--- src/rtl/axi4_pkg.sv ---
// Shared definitions for the AXI4 master bridge: default widths, AXI burst and
// response encodings, and the bridge FSM state type.
package axi4_pkg;

  localparam int unsigned DEF_ID_W   = 4;
  localparam int unsigned DEF_ADDR_W = 32;
  localparam int unsigned DEF_DATA_W = 64;

  localparam logic [1:0] BURST_FIXED = 2'b00;
  localparam logic [1:0] BURST_INCR  = 2'b01;
  localparam logic [1:0] BURST_WRAP  = 2'b10;

  localparam logic [1:0] RESP_OKAY   = 2'b00;
  localparam logic [1:0] RESP_EXOKAY = 2'b01;
  localparam logic [1:0] RESP_SLVERR = 2'b10;
  localparam logic [1:0] RESP_DECERR = 2'b11;

  typedef enum logic [2:0] {
    StIdle,
    StRdAr,
    StRdR,
    StWrAw,
    StWrB
  } bridge_state_e;

endpackage

--- src/rtl/axi4_wr_channel.sv ---
// AW/W valid generation for the single-beat write. While active, awvalid and
// wvalid start together; each drops after its own handshake, and done_o fires
// in the cycle the second (or both) handshakes complete.
// Ports: aclk/areset (sync active-high), active_i (bridge in write-issue
// state), awready_i/wready_i from slave, awvalid_o/wvalid_o to slave, done_o.
module axi4_wr_channel (
  input  logic aclk,
  input  logic areset,
  input  logic active_i,
  input  logic awready_i,
  input  logic wready_i,
  output logic awvalid_o,
  output logic wvalid_o,
  output logic done_o
);

  logic aw_done_q, aw_done_d;
  logic w_done_q, w_done_d;
  logic aw_seen, w_seen;

  always_comb begin
    awvalid_o = active_i && !aw_done_q;
    wvalid_o  = active_i && !w_done_q;
    aw_seen   = aw_done_q || (awvalid_o && awready_i);
    w_seen    = w_done_q || (wvalid_o && wready_i);
    done_o    = active_i && aw_seen && w_seen;
    // Flags clear as the write leaves issue so the next write starts fresh.
    aw_done_d = done_o ? 1'b0 : aw_seen;
    w_done_d  = done_o ? 1'b0 : w_seen;
  end

  always_ff @(posedge aclk) begin
    if (areset) begin
      aw_done_q <= 1'b0;
      w_done_q  <= 1'b0;
    end else begin
      aw_done_q <= aw_done_d;
      w_done_q  <= w_done_d;
    end
  end

endmodule

--- src/rtl/axi4_master_bridge.sv ---
// Bridge from a simple valid/ready request port to an AXI4 master. One request
// at a time: reads go out as an INCR burst with R beats passed straight through
// to the response port; writes go out as a single AW+W beat with the B
// response forwarded. AXI error responses and protocol mismatches set resp_err.
// Ports: aclk/areset (sync active-high); req_* request port; resp_* response
// port; ar*/r*/aw*/w*/b* AXI4 master channels.
module axi4_master_bridge
  import axi4_pkg::*;
#(
  parameter int unsigned ID_W   = DEF_ID_W,
  parameter int unsigned ADDR_W = DEF_ADDR_W,
  parameter int unsigned DATA_W = DEF_DATA_W,
  parameter int unsigned RD_ID  = 0,
  parameter int unsigned WR_ID  = 1
) (
  input  logic                  aclk,
  input  logic                  areset,
  // Request port
  input  logic                  req_valid,
  output logic                  req_ready,
  input  logic                  req_write,
  input  logic [ADDR_W-1:0]     req_addr,
  input  logic [7:0]            req_len,
  input  logic [2:0]            req_size,
  input  logic [DATA_W-1:0]     req_wdata,
  input  logic [DATA_W/8-1:0]   req_wstrb,
  // Response port
  output logic                  resp_valid,
  input  logic                  resp_ready,
  output logic [DATA_W-1:0]     resp_data,
  output logic                  resp_last,
  output logic                  resp_err,
  // AR
  output logic [ADDR_W-1:0]     araddr,
  output logic [ID_W-1:0]       arid,
  output logic [7:0]            arlen,
  output logic [2:0]            arsize,
  output logic [1:0]            arburst,
  output logic [1:0]            arlock,
  output logic [3:0]            arcache,
  output logic [2:0]            arprot,
  output logic                  arvalid,
  input  logic                  arready,
  // R
  input  logic [ID_W-1:0]       rid,
  input  logic [DATA_W-1:0]     rdata,
  input  logic [1:0]            rresp,
  input  logic                  rlast,
  input  logic                  rvalid,
  output logic                  rready,
  // AW
  output logic [ADDR_W-1:0]     awaddr,
  output logic [ID_W-1:0]       awid,
  output logic [7:0]            awlen,
  output logic [2:0]            awsize,
  output logic [1:0]            awburst,
  output logic [1:0]            awlock,
  output logic [3:0]            awcache,
  output logic [2:0]            awprot,
  output logic                  awvalid,
  input  logic                  awready,
  // W
  output logic [ID_W-1:0]       wid,
  output logic [DATA_W-1:0]     wdata,
  output logic [DATA_W/8-1:0]   wstrb,
  output logic                  wlast,
  output logic                  wvalid,
  input  logic                  wready,
  // B
  input  logic [ID_W-1:0]       bid,
  input  logic [1:0]            bresp,
  input  logic                  bvalid,
  output logic                  bready
);

  localparam logic [ID_W-1:0] RdId = ID_W'(RD_ID);
  localparam logic [ID_W-1:0] WrId = ID_W'(WR_ID);

  bridge_state_e state_q, state_d;

  logic [ADDR_W-1:0]   addr_q, addr_d;
  logic [7:0]          len_q, len_d;
  logic [2:0]          size_q, size_d;
  logic [DATA_W-1:0]   wdata_q, wdata_d;
  logic [DATA_W/8-1:0] wstrb_q, wstrb_d;
  logic [7:0]          cnt_q, cnt_d;

  logic req_hs, r_hs, b_hs;
  logic cnt_at_len, rd_last;
  logic wr_active, wr_done;

  assign req_hs     = req_valid && req_ready;
  assign r_hs       = rvalid && rready;
  assign b_hs       = bvalid && bready;
  assign cnt_at_len = (cnt_q == len_q);
  // Burst ends on either the slave's rlast or our own beat count, whichever
  // comes first; a disagreement between them is reported as an error.
  assign rd_last    = rlast || cnt_at_len;
  assign wr_active  = (state_q == StWrAw);

  axi4_wr_channel u_wr_channel (
    .aclk      (aclk),
    .areset    (areset),
    .active_i  (wr_active),
    .awready_i (awready),
    .wready_i  (wready),
    .awvalid_o (awvalid),
    .wvalid_o  (wvalid),
    .done_o    (wr_done)
  );

  // State register
  always_ff @(posedge aclk) begin
    if (areset) begin
      state_q <= StIdle;
    end else begin
      state_q <= state_d;
    end
  end

  // Next-state logic
  always_comb begin
    state_d = state_q;
    case (state_q)
      StIdle: if (req_hs) state_d = req_write ? StWrAw : StRdAr;
      StRdAr: if (arready) state_d = StRdR;
      StRdR:  if (r_hs && rd_last) state_d = StIdle;
      StWrAw: if (wr_done) state_d = StWrB;
      StWrB:  if (b_hs) state_d = StIdle;
      default: state_d = StIdle;
    endcase
  end

  // Outputs
  always_comb begin
    req_ready  = (state_q == StIdle) && !areset;
    arvalid    = (state_q == StRdAr);
    rready     = 1'b0;
    bready     = 1'b0;
    resp_valid = 1'b0;
    resp_data  = '0;
    resp_last  = 1'b0;
    resp_err   = 1'b0;
    case (state_q)
      StRdR: begin
        rready     = resp_ready;
        resp_valid = rvalid;
        resp_data  = rdata;
        resp_last  = rd_last;
        resp_err   = (rresp != RESP_OKAY) || (rid != RdId) || (rlast != cnt_at_len);
      end
      StWrB: begin
        bready     = resp_ready;
        resp_valid = bvalid;
        resp_last  = 1'b1;
        resp_err   = (bresp != RESP_OKAY) || (bid != WrId);
      end
      default: ;
    endcase

    araddr  = addr_q;
    arid    = RdId;
    arlen   = len_q;
    arsize  = size_q;
    arburst = BURST_INCR;
    arlock  = 2'b00;
    arcache = 4'h0;
    arprot  = 3'h0;

    awaddr  = addr_q;
    awid    = WrId;
    awlen   = 8'h00;
    awsize  = size_q;
    awburst = BURST_INCR;
    awlock  = 2'b00;
    awcache = 4'h0;
    awprot  = 3'h0;

    wid     = WrId;
    wdata   = wdata_q;
    wstrb   = wstrb_q;
    wlast   = 1'b1;
  end

  // Latched request fields and read beat counter
  always_comb begin
    addr_d  = addr_q;
    len_d   = len_q;
    size_d  = size_q;
    wdata_d = wdata_q;
    wstrb_d = wstrb_q;
    cnt_d   = cnt_q;
    if (req_hs) begin
      addr_d  = req_addr;
      len_d   = req_len;
      size_d  = req_size;
      wdata_d = req_wdata;
      wstrb_d = req_wstrb;
      cnt_d   = '0;
    end else if (r_hs) begin
      cnt_d = cnt_q + 8'd1;
    end
  end

  always_ff @(posedge aclk) begin
    if (areset) begin
      addr_q  <= '0;
      len_q   <= '0;
      size_q  <= '0;
      wdata_q <= '0;
      wstrb_q <= '0;
      cnt_q   <= '0;
    end else begin
      addr_q  <= addr_d;
      len_q   <= len_d;
      size_q  <= size_d;
      wdata_q <= wdata_d;
      wstrb_q <= wstrb_d;
      cnt_q   <= cnt_d;
    end
  end

endmodule

--- config.mk ---
export PLATFORM = sky130hd
export DESIGN_NAME = axi4_master_bridge
export DESIGN_NICKNAME = d
export VERILOG_FILES = /design/src/rtl/axi4_pkg.sv /design/src/rtl/axi4_wr_channel.sv /design/src/rtl/axi4_master_bridge.sv
export SDC_FILE = /design/constraint.sdc
export NUM_CORES = 1
export LEC_CHECK = 0
export ABC_AREA = 1
export CORE_AREA = 5 5 176 178
export CTS_BUF_LIST = sky130_fd_sc_hd__clkbuf_8 sky130_fd_sc_hd__clkbuf_16
export CTS_CLUSTER_DIAMETER = 40
export DETAILED_ROUTE_END_ITERATION = 6
export DIE_AREA = 0 0 181 183
export HOLD_SLACK_MARGIN = 0.15
export PLACE_DENSITY = 0.54
export SLEW_MARGIN = 10
export SYNTH_ARGS = -nofsm -noshare
export SYNTH_HDL_FRONTEND = slang
export SYNTH_HIERARCHICAL = 1
export SYNTH_SLANG_ARGS = --single-unit
--- constraint.sdc ---
create_clock -name aclk -period 2.57 [get_ports aclk]
set_clock_uncertainty 0.15 [all_clocks]
set_input_delay 0.257 -clock aclk [delete_from_list [all_inputs] [get_ports aclk]]
set_output_delay 0.257 -clock aclk [all_outputs]
set_load 0.02 [all_outputs]
==> results.txt <==
The largest area contributor in the netlist is sky130_fd_sc_hd__dfxtp_1. For the aggregate negative setup slack, the log shows 0 ns. Along the worst path, the maximum fanout reaches 2. In this run, distinct cell masters in the synthesized netlist total 29. Once routing completed, OpenROAD measured the worst setup slack at 0.0671 ns. The first global-routing pass estimated 35.6 mm of wire. Summing the areas of all and, or, nand and nor instances in the mapped netlist gives 9.68% of the synthesized area. Synthesis handed over a netlist of 620 instances. The first TritonRoute pass finished after 5 iterations. In this run, synthesis produced a sequential element count of 128.

The buffer cell driving the clock tree root was sky130_fd_sc_hd__clkbuf_16. Total buffers and inverters traversed by the critical path: 1. After synthesis the cells add up to 5600 um2. By instance count, the leading cell after synthesis is sky130_fd_sc_hd__dfxtp_1. The multiplexer share of the synthesized area is 0%, and the longest individual stage delay on the worst path is 0.35 ns. STA classifies the critical path endpoint as a primary output. Across the VDD grid, the largest voltage drop is 445 uV. In this run the remaining antenna-violating nets after routing total 0. Counting buffers and inverters, the worst setup path is 8 cells deep.

For the iteration-0 DRC count of the detailed router, the log shows 222. The area growth from synthesis to layout is 86.8%. The H-tree was split into 4 levels. The detailed-placement wirelength estimate is 18.1 mm. The slowest stage of the critical path is the sky130_fd_sc_hd__dfxtp_1 cell. In this run the deepest clock path goes through 2 buffers. Cells with a size suffix above 1 make up 6.55% of the layout. The critical path launch point type is a register. In the synthesized netlist, the cells that appear most often are 128 x sky130_fd_sc_hd__dfxtp_1, 114 x sky130_fd_sc_hd__a32o_1, 89 x sky130_fd_sc_hd__inv_1.

Setup repair after global routing could not meet its margin everywhere. The number of buffers created by CTS is 17, and the mean cell area of the mapped netlist is 9.03 um2. For this run, design rule violations remaining after detail routing come to 0.

In this design, the largest share of critical-path delay is due to simple AND/OR/NAND/NOR gates. The worst pin sits at a relative slew slack of 53.7%. In the final routed layout, each cell accounts on average for 17.3 um. The floorplan die width works out to 181 um.

Largest family of logic cells by synthesized area: compound AO/OA/AOI/OAI gates. The total count of max-transition violations in the final report came out at 0. The clock reaches the later pin of the worst-skew pair after 0.41 ns. The floorplan step defined a die boundary enclosing 33100 um2.

The synthesized netlist devotes 22.5% of its cell area to compound gates. The clock edge transition at the registers on the reported setup and hold paths was 0.06 ns. After synthesis, the share of flip-flops with an asynchronous set or reset is 0%. The floorplan has 63 rows. Global routing used 13.7% of the available tracks across all layers. Portion of synthesized cell area occupied by the leading cell type: 45.8%. Final count of hold timing violations: 0. Count of max-cap constraint violations: 0.

The wire length reported by the detailed router was 24.1 mm. The tools report the number of antenna violations at the first check in global routing as 1. After the flow finishes, the layout carries non-filler instances totaling 1397. The post-synthesis xor/xnor area fraction is 1.25%, and the power per cell area is 681 nW/um2.

In this run, synthesis inferred 0 flip-flops with an integrated enable. Commonest register cell after synthesis: sky130_fd_sc_hd__dfxtp_1. The tools report the post-placement cell count as 1365. Traced cell by cell, the critical path runs through xnor2_1 > nand3_1 > nor3_2 > nand4_1 > ha_2 > nor3_2 > o22ai_1 > buf_2.

The yosys synthesis warning count was 6; the standard cell core area was 29200 um2. The run gives 1198 as the final-stage net count. After Yosys synthesis, full adders, half adders and majority gates account for 0.447% of the synthesized area. The number of antenna diodes in the final layout is 0. The detailed router placed 5852 vias in this run. The mean number of vias per cell is 4.19, and the TritonCTS sink count is 128. Prior to clock tree synthesis, the placed netlist has a worst setup slack of -0.0480 ns. TritonCTS built the clock tree. The final period utilization was 97.4%.

For this run, the top clock speed supported by timing is 400 MHz. Depth of the most critical reg-to-reg path: 10. In this run the worst hold path is classified as input port to register.

Global routing finished with a remaining overflow of 0. The effective utilization at floorplan was 19.1%; the number of buffer cells added on primary ports was 424. The start-to-end type of the worst setup path was register to primary output. Of the synthesized area, sequential elements account for 45.8%. Counting I/O delays and the setup requirement, the final critical path takes 2.50 ns.

The post-layout instance area is 10500 um2. Cells fill 35.8% of the core in the end. The count of endpoints failing setup in the final report was 0; the hold path depth was 4.

The run finished with clean final reports. Sorting the synthesized cells by area gives the leading types as sky130_fd_sc_hd__dfxtp_1 46%, sky130_fd_sc_hd__a32o_1 20%, sky130_fd_sc_hd__buf_4 11%. The floorplan step set the die height to 183 um. Library cell appearing most often on the critical path: sky130_fd_sc_hd__nor3_2. Data on the critical path is required at its endpoint by 2.16 ns. Summed over all cells, the static leakage comes to 0.00423 uW. The global placer's final weighted congestion was 0.864. The logs give 468 for the I/O pin count and 9820 um2 for the standard cell area after detailed placement.

Number of global-route vias before repair: 6034. For the worst setup path, the data arrival time is 2.10 ns. The transition time of the tightest slew-check pin came out at 0.695 ns. The run gives 118 as the pin count of the biggest net entering global routing.
per-stage QoR:
stage | hold WS (ns) | power (uW)
after floorplan | 0.176 | 3500
after global placement | 0.295 | 4610
after detailed placement | 0.303 | 4610
after CTS | 0.269 | 7270
after global routing | 0.284 | 7470
final | 0.249 | 7120
routing by layer:
metal  track usage (%)  up-vias  routed length (um)
met3              5.49       23                2340
met5                 0        -                  11
met1              15.1     2751                9460
li1                  -     2773                   -
met4              4.38        2                 450
met2              24.3      303               11900
where the power goes:
group	internal, uW	switching [uW]	leakage, uW
Clock	1560	1020	0.000310
Sequential	2190	128	0.00105
Combinational	1080	1140	0.00286
registers in the layout (all words and copies together), names as in the netlist:
signal	flops
cnt_q	8
araddr	32
state_q	3
wdata	64
arlen	8
arsize	3
u_wr_channel/w_done_q	1
wstrb	8
u_wr_channel/aw_done_q	1
layout by cell type, fill, tap and decap left out:
cell,count
sky130_fd_sc_hd__clkdlybuf4s50_1,414
sky130_fd_sc_hd__nor2_1,80
sky130_fd_sc_hd__a31oi_1,2
sky130_fd_sc_hd__nor3_1,6
sky130_fd_sc_hd__buf_12,3
sky130_fd_sc_hd__o21ai_1,4
sky130_fd_sc_hd__dfxtp_1,128
sky130_fd_sc_hd__nor2_4,1
sky130_fd_sc_hd__a21oi_1,11
sky130_fd_sc_hd__nor3_2,2
sky130_fd_sc_hd__buf_4,16
sky130_fd_sc_hd__nand4_1,3
sky130_fd_sc_hd__nand3b_1,1
sky130_fd_sc_hd__bufinv_16,3
sky130_fd_sc_hd__xnor2_1,3
sky130_fd_sc_hd__inv_2,3
sky130_fd_sc_hd__a32o_1,114
sky130_fd_sc_hd__dlymetal6s2s_1,2
sky130_fd_sc_hd__xor2_1,5
sky130_fd_sc_hd__clkinv_4,4
sky130_fd_sc_hd__inv_6,4
sky130_fd_sc_hd__buf_2,2
sky130_fd_sc_hd__o21ai_0,3
sky130_fd_sc_hd__ha_1,1
sky130_fd_sc_hd__nand3_1,8
sky130_fd_sc_hd__a21oi_4,1
sky130_fd_sc_hd__ha_2,1
sky130_fd_sc_hd__conb_1,43
sky130_fd_sc_hd__nand2_1,22
sky130_fd_sc_hd__clkbuf_16,17
sky130_fd_sc_hd__o22ai_1,1
sky130_fd_sc_hd__nand3_2,1
sky130_fd_sc_hd__inv_8,3
sky130_fd_sc_hd__nor2_2,3
sky130_fd_sc_hd__inv_1,90
sky130_fd_sc_hd__nand2_2,2
layout make-up:
type	instances	area (um2)
fillers	2959	18800
repair buffers	437	4360
flip-flops and latches	128	2560
multi-input cells	318	2080
well taps	390	488
clock buffers	17	425
inverters	92	345
clock inverters	15	198
worst register-to-register path, delay by kind of cell (launching register included):
kind                       cells  cell delay [ns]
and+or+nand+nor                5             0.76
buffers and inverters          1             0.06
xor gates and xnor gates       1             0.13
DFF                            1             0.35
adders and majority gates      1             0.25
AOI/OAI and AO/OA              2             0.28
path summary, 6_finish.rpt:
| check | from | end | slack [ns] |
|---|---|---|---|
| max reg2reg | cnt_q[4] | state_q[2] | 0.52 |
| max | cnt_q[4] | resp_err | 0.07 |
| min | req_valid | state_q[0] | 0.25 |
| min reg2reg | wdata[8] | wdata[8] | 0.31 |
cell families after synthesis:
group / after synthesis
adder cells (fa/ha/maj): 2
XOR/XNOR: 8
flip-flops: 128
AND/OR/NAND/NOR: 129
buffers and inverters: 215
AO/OA/AOI/OAI: 136
other: 2
repair_timing:
item                       4_1_cts  5_1_grt
setup endpoints to repair        2        4
hold buffers                     0        0
pin swaps                        1        1
resized for setup               10        4
setup buffers                    0        0
(Power assumes the default switching activity.)
